--- config.mk ---
export PLATFORM = sky130hd
export DESIGN_NAME = sync_word_deframer_flat
export DESIGN_NICKNAME = d
export VERILOG_FILES = /design/src/rtl/sync_word_deframer_pkg.sv /design/src/rtl/sync_word_deframer_if.sv /design/src/rtl/sync_word_deframer_sipo.sv /design/src/rtl/sync_word_deframer.sv /design/src/flat_wrapper.sv
export SDC_FILE = /design/constraint.sdc
export NUM_CORES = 1
export LEC_CHECK = 0
export CAP_MARGIN = 20
export CORE_ASPECT_RATIO = 1.75
export CORE_MARGIN = 5
export CORE_UTILIZATION = 48
export DETAILED_ROUTE_END_ITERATION = 8
export PLACE_DENSITY_LB_ADDON = 0.15
export SYNTH_ARGS = -nofsm -noshare
export SYNTH_HDL_FRONTEND = slang
export SYNTH_HIERARCHICAL = 1
export SYNTH_SLANG_ARGS = --single-unit
--- constraint.sdc ---
create_clock -name clk -period 1.5 [get_ports clk]
set_input_delay 0.375 -clock clk [delete_from_list [all_inputs] [get_ports clk]]
set_output_delay 0.375 -clock clk [all_outputs]
set_load 0.03 [all_outputs]
--- src/rtl/sync_word_deframer_pkg.sv ---
// Shared types and constants for the sync-word deframer.
// State encoding, sync window width and the default sync nibble.
package deframer_pkg;

  localparam int SYNC_W = 4;
  localparam logic [SYNC_W-1:0] DEFAULT_SYNC_PATTERN = 4'b1011;

  typedef enum logic [1:0] {
    HUNT     = 2'd0,
    PAYLOAD  = 2'd1,
    SYNC_CHK = 2'd2
  } state_e;

  // The bit counter is shared with the 4-bit sync slot, so it needs at least 2 bits.
  function automatic int cnt_width(input int payload_bits);
    int w;
    w = $clog2(payload_bits);
    return (w < 2) ? 2 : w;
  endfunction

endpackage

--- src/rtl/sync_word_deframer_if.sv ---
// Bus between the shift stage / consumer and the deframer.
// frame_count exists only when FRAME_COUNT_EN is defined.
interface sync_word_deframer_if #(
  parameter int PAYLOAD_BITS = 8
);

  logic [deframer_pkg::SYNC_W-1:0] window;
  logic                            in_valid;
  logic [PAYLOAD_BITS-1:0]         data_out;
  logic                            data_valid;
  logic                            locked;
  logic                            sync_err;
`ifdef FRAME_COUNT_EN
  logic [15:0]                     frame_count;

  modport master (
    output window, in_valid,
    input  data_out, data_valid, locked, sync_err, frame_count
  );

  modport slave (
    input  window, in_valid,
    output data_out, data_valid, locked, sync_err, frame_count
  );
`else
  modport master (
    output window, in_valid,
    input  data_out, data_valid, locked, sync_err
  );

  modport slave (
    input  window, in_valid,
    output data_out, data_valid, locked, sync_err
  );
`endif

endinterface

--- src/rtl/sync_word_deframer_sipo.sv ---
// Payload shift register plus the held output word.
// The word is loaded with the final bit folded in, on the same edge that shifts it.
module deframer_sipo #(
  parameter int WIDTH = 8
) (
  input  logic             clk,
  input  logic             rst,
  input  logic             shift_en,
  input  logic             bit_in,
  input  logic             load,
  output logic [WIDTH-1:0] word
);

  logic [WIDTH-1:0] shift_q, shift_d;
  logic [WIDTH-1:0] word_q, word_d;

  always_comb begin
    shift_d = shift_q;
    word_d  = word_q;
    if (shift_en) begin
      shift_d = {shift_q[WIDTH-2:0], bit_in};
    end
    if (load) begin
      word_d = {shift_q[WIDTH-2:0], bit_in};
    end
  end

  always_ff @(posedge clk or negedge rst) begin
    if (!rst) begin
      shift_q <= '0;
      word_q  <= '0;
    end else begin
      shift_q <= shift_d;
      word_q  <= word_d;
    end
  end

  assign word = word_q;

endmodule

--- src/rtl/sync_word_deframer.sv ---
// Sync-word deframer: hunts for the sync nibble, assembles payload words, flywheels over sync misses.
// Optional FRAME_COUNT_EN adds a wrapping 16-bit count of emitted words.
module sync_word_deframer
  import deframer_pkg::*;
#(
  parameter logic [SYNC_W-1:0] SYNC_PATTERN = DEFAULT_SYNC_PATTERN,
  parameter int                PAYLOAD_BITS = 8,
  parameter int                LOSS_LIMIT   = 2
) (
  input  logic                  clk,
  input  logic                  rst,
  sync_word_deframer_if.slave   bus
);

  localparam int              CW        = cnt_width(PAYLOAD_BITS);
  localparam logic [CW-1:0]   LAST_PAY  = CW'(PAYLOAD_BITS - 1);
  localparam logic [CW-1:0]   LAST_SYNC = CW'(SYNC_W - 1);
  localparam logic [2:0]      LOSS      = 3'(LOSS_LIMIT);

  state_e          state_q, state_d;
  logic [CW-1:0]   cnt_q, cnt_d;
  logic [2:0]      miss_q, miss_d;
  logic            locked_q, locked_d;
  logic            data_valid_q, data_valid_d;
  logic            sync_err_q, sync_err_d;
  logic            shift_en;
  logic            load;
  logic            sync_hit;
  logic [PAYLOAD_BITS-1:0] word;

  assign sync_hit = (bus.window == SYNC_PATTERN);

  always_comb begin
    state_d      = state_q;
    cnt_d        = cnt_q;
    miss_d       = miss_q;
    locked_d     = locked_q;
    data_valid_d = 1'b0;
    sync_err_d   = 1'b0;
    shift_en     = 1'b0;
    load         = 1'b0;
    if (bus.in_valid) begin
      unique case (state_q)
        HUNT: begin
          if (sync_hit) begin
            state_d  = PAYLOAD;
            cnt_d    = '0;
            locked_d = 1'b1;
          end
        end
        PAYLOAD: begin
          shift_en = 1'b1;
          cnt_d    = cnt_q + 1'b1;
          if (cnt_q == LAST_PAY) begin
            load         = 1'b1;
            data_valid_d = 1'b1;
            state_d      = SYNC_CHK;
            cnt_d        = '0;
          end
        end
        SYNC_CHK: begin
          cnt_d = cnt_q + 1'b1;
          if (cnt_q == LAST_SYNC) begin
            cnt_d   = '0;
            state_d = PAYLOAD;
            if (sync_hit) begin
              miss_d = '0;
            end else begin
              // A miss alone keeps framing (flywheel); only a run of misses drops lock.
              sync_err_d = 1'b1;
              miss_d     = miss_q + 3'd1;
              if (miss_q + 3'd1 == LOSS) begin
                state_d  = HUNT;
                locked_d = 1'b0;
                miss_d   = '0;
              end
            end
          end
        end
        default: begin
          state_d  = HUNT;
          cnt_d    = '0;
          miss_d   = '0;
          locked_d = 1'b0;
        end
      endcase
    end
  end

  always_ff @(posedge clk or negedge rst) begin
    if (!rst) begin
      state_q      <= HUNT;
      cnt_q        <= '0;
      miss_q       <= '0;
      locked_q     <= 1'b0;
      data_valid_q <= 1'b0;
      sync_err_q   <= 1'b0;
    end else begin
      state_q      <= state_d;
      cnt_q        <= cnt_d;
      miss_q       <= miss_d;
      locked_q     <= locked_d;
      data_valid_q <= data_valid_d;
      sync_err_q   <= sync_err_d;
    end
  end

  deframer_sipo #(
    .WIDTH (PAYLOAD_BITS)
  ) u_sipo (
    .clk      (clk),
    .rst      (rst),
    .shift_en (shift_en),
    .bit_in   (bus.window[0]),
    .load     (load),
    .word     (word)
  );

  assign bus.data_out   = word;
  assign bus.data_valid = data_valid_q;
  assign bus.locked     = locked_q;
  assign bus.sync_err   = sync_err_q;

`ifdef FRAME_COUNT_EN
  // Survives loss of lock; only reset clears it.
  logic [15:0] frame_count_q, frame_count_d;

  always_comb begin
    frame_count_d = frame_count_q;
    if (data_valid_d) begin
      frame_count_d = frame_count_q + 16'd1;
    end
  end

  always_ff @(posedge clk or negedge rst) begin
    if (!rst) begin
      frame_count_q <= '0;
    end else begin
      frame_count_q <= frame_count_d;
    end
  end

  assign bus.frame_count = frame_count_q;
`endif

endmodule

--- src/flat_wrapper.sv ---
// flat-port wrapper written by rule: the top's interface ports become plain ports
module sync_word_deframer_flat import deframer_pkg::*;
#(
  parameter logic [SYNC_W-1:0] SYNC_PATTERN = DEFAULT_SYNC_PATTERN,
  parameter int                PAYLOAD_BITS = 8,
  parameter int                LOSS_LIMIT   = 2
)
  (clk, rst, bus_window, bus_in_valid, bus_data_out, bus_data_valid, bus_locked, bus_sync_err);
  sync_word_deframer_if #(.PAYLOAD_BITS(PAYLOAD_BITS)) bus_i ();
  input  logic clk;
  input  logic rst;
  input wire logic [$bits(bus_i.window)-1:0] bus_window;
  input wire logic [$bits(bus_i.in_valid)-1:0] bus_in_valid;
  output wire logic [$bits(bus_i.data_out)-1:0] bus_data_out;
  output wire logic [$bits(bus_i.data_valid)-1:0] bus_data_valid;
  output wire logic [$bits(bus_i.locked)-1:0] bus_locked;
  output wire logic [$bits(bus_i.sync_err)-1:0] bus_sync_err;
  assign bus_i.window = bus_window;
  assign bus_i.in_valid = bus_in_valid;
  assign bus_data_out = bus_i.data_out;
  assign bus_data_valid = bus_i.data_valid;
  assign bus_locked = bus_i.locked;
  assign bus_sync_err = bus_i.sync_err;
  sync_word_deframer #(.SYNC_PATTERN(SYNC_PATTERN), .PAYLOAD_BITS(PAYLOAD_BITS), .LOSS_LIMIT(LOSS_LIMIT)) u_core (.clk(clk), .rst(rst), .bus(bus_i));
endmodule
==> out/metrics.yaml <==
flow_run:
  maxCapViolations: 0
timing:
  tightest_slew_ns: 0.328
  final-hold-violation-count: 0
  maxSlewViolCount: 0
  fin_crit_sh: 1.06
  fmax_ghz: 0.631
  setup_violations: 14
  setup_tns_ns: -0.722
  finClkSkew_ns: 0.00291
  timing.final.ws_setup_ns: -0.0845
  min_period_ns: 1.58
  max_slew_margin: 0.781
  rsz0062_at_grt: "yes"
final_layout:
  nets: 167
  drive_gt1_frac: 0.490
  regArea_um2: 652
  area_growth_pct: 42.3
  final_cell_mix: "25 x dfrtp_1, 25 x buf_4, 16 x mux2_4"
  multi_input_area_um2: 790
  final-instance-count-excl-fill: 176
  n_antenna_cell: 0
  final_util: 0.714
  fin_area_mm2: 0.00194
  nFillCells: 196
place:
  postPlaceCellArea_mm2: 0.00170
  portBuffers: 17
  dpl.hpwl_mm: 2.03
  gp_congestion: 0.825
  pre_cts_ws_ns: -0.397
  place_inst: 162
worst_setup_path:
  end_kind: "flip-flop"
  crit_path_start_kind: "flip-flop"
  worstPathArrival_ns: 1.76
  path_class: "reg2reg"
  crit_fanout: 4
  crit_required_ns: 1.68
clock_network:
  cts_sinks: 26
  cts_inserted_buffers: 3
  cts_tree: "built"
  htreeDepth: 1
  cts-root-buf: "clkbuf_8"
  clk_latency_ns: 0.27
  clkSlewWorstSetupHoldPaths_ns: 0.09
  clock_path_buffers: 2
die:
  start_util: 0.502
  dieWidth_um: 50.3
  io_pins: 18
  coreArea_mm2: 0.00272
  dieArea_mm2: 0.00405
  die_y_um: 80.5
  num_rows: 25
grt:
  antenna_found_initial: 0
  grt_use_met1: 0.162
  track_usage: 0.157
  grt_pass1_vias: 1055
  use_met3: 0.0334
  grt_max_degree: 27
  grt_pass1_wl_mm: 4.86
  gr-total-overflow: 0
  grt.busiest_layer: "met2"
  grtUsageMet2: 0.290
hold_path:
  hold_class: "in2async"
synth:
  synth_edf_count: 0
  synth.net_count: 120
  synth.avg_cell_area_um2: 13.3
  syn_inst: 103
  synth-seq-cells: 26
  syn_area_mm2: 0.00137
  yosysUniqueCellTypes: 31
  ys_seq_area_frac: 0.477
  synth-main-ff-cell: "dfrtp_1"
  synth_warnings: 6
  synthArstFlopShare: 1.00
status:
  violations: "negative setup slack"
  status: "complete, but fails checks"
power:
  power.leakage_nw: 0.958
  powerDensity_mw_per_mm2: 1560
  ir_drop_uv: 1130
routing:
  avgViaCountPerCell: 5.45
  drc_errors: 0
  dr.pass1.iters: 4
  wl_mm: 3.00
  vias: 959
  detail-route-antenna-nets: 0
  wl_per_cell_um: 17.0
  drt_iter0_markers: 20
-- kinds of logic after synthesis --
kind of cell             Yosys count  share of synthesized area
flip-flops                        26                      0.477
AND/OR/NAND/NOR                   25                      0.126
multiplexers                      16                      0.176
AO/OA/AOI/OAI                     15                     0.0852
buffers and inverters             10                     0.0385
adder cells (fa/ha/maj)           10                     0.0917
XOR/XNOR                           1                    0.00642
-- state kept, by name, indices dropped and copies added (netlist names) --
signal	cells
u_core/bus.data_valid	1
u_core/bus.locked	1
u_core/bus.sync_err	1
u_core/cnt_q	3
u_core/miss_q	3
u_core/state_q	2
u_core/u_sipo/shift_q	7
u_core/u_sipo/word	8
-- critical path, stage by stage, from the launching register on --
cell      delay (ns)
dfrtp_2         0.43
inv_4           0.06
ha_4            0.16
nor2b_4         0.14
nor4b_4         0.24
buf_4           0.19
nand2b_4        0.05
o32ai_2         0.23
-- final cells by class --
type / instances / share of cell area
clock buffer: 4 / 0.0284
inverter: 8 / 0.0168
multi-input combinational: 67 / 0.407
sequential: 26 / 0.336
tap: 27 / 0.0174
timing repair buffer: 44 / 0.195
-- final timing paths --
check | startpoint | endpoint | slack (ns) | cells after the start
max | u_core/state_q[0]$_DFFE_PN0P_ | u_core/miss_q[1]$_DFFE_PN0P_ | -0.08 | 7
min | rst | u_core/u_sipo/shift_q[2]$_DFFE_PN0P_ | 0.47 | 2
max reg2reg | u_core/state_q[0]$_DFFE_PN0P_ | u_core/miss_q[1]$_DFFE_PN0P_ | -0.08 | 7
min reg2reg | u_core/u_sipo/word[7]$_DFFE_PN0P_ | u_core/u_sipo/word[7]$_DFFE_PN0P_ | 0.51 | 1
max in group asynchronous | rst | u_core/state_q[0]$_DFFE_PN0P_ | 0.77 | 2
min in group clk | u_core/u_sipo/word[7]$_DFFE_PN0P_ | u_core/u_sipo/word[7]$_DFFE_PN0P_ | 0.51 | 1
-- per-stage QoR --
step	hold WS [ns]	total power [W]
5_1_grt	0.510	0.00321
4_1_cts	0.480	0.00281
3_5_place_dp	0.497	0.00219
3_3_place_gp	0.470	0.00214
2_1_floorplan	0.0794	0.00176
6_report	0.467	0.00302
-- layer usage --
metal / share of wire / vias to the layer above
li1: - / 454
met1: 0.37 / 473
met2: 0.57 / 26
met3: 0.046 / 6
met4: 0.016 / 0
met5: 0 / -
-- cells in the mapped netlist, types with 2 or more instances --
cell | n | share of area
nand2b_1 | 3 | 0.014
o21ai_0 | 5 | 0.018
nand2_1 | 7 | 0.019
dfrtp_1 | 26 | 0.48
mux2_4 | 16 | 0.18
buf_6 | 2 | 0.016
inv_1 | 8 | 0.022
ha_1 | 10 | 0.092
and2_1 | 2 | 0.0092
nor2_1 | 3 | 0.0082
-- report_power, final --
group	leakage (nW)	internal (W)	switching, W
Combinational	0.583	0.000873	0.000671
Sequential	0.346	0.000866	0.000161
Clock	0.0288	0.000234	0.000215
Total	0.958	0.00197	0.00105
-- what timing repair did --
action	CTS	global route
endpoints found under the setup margin	33	22
setup buffers	6	4
pin swaps	7	3
resized for setup	30	12
hold buffers	0	0
No activity file was read; power rests on OpenSTA's default activity.
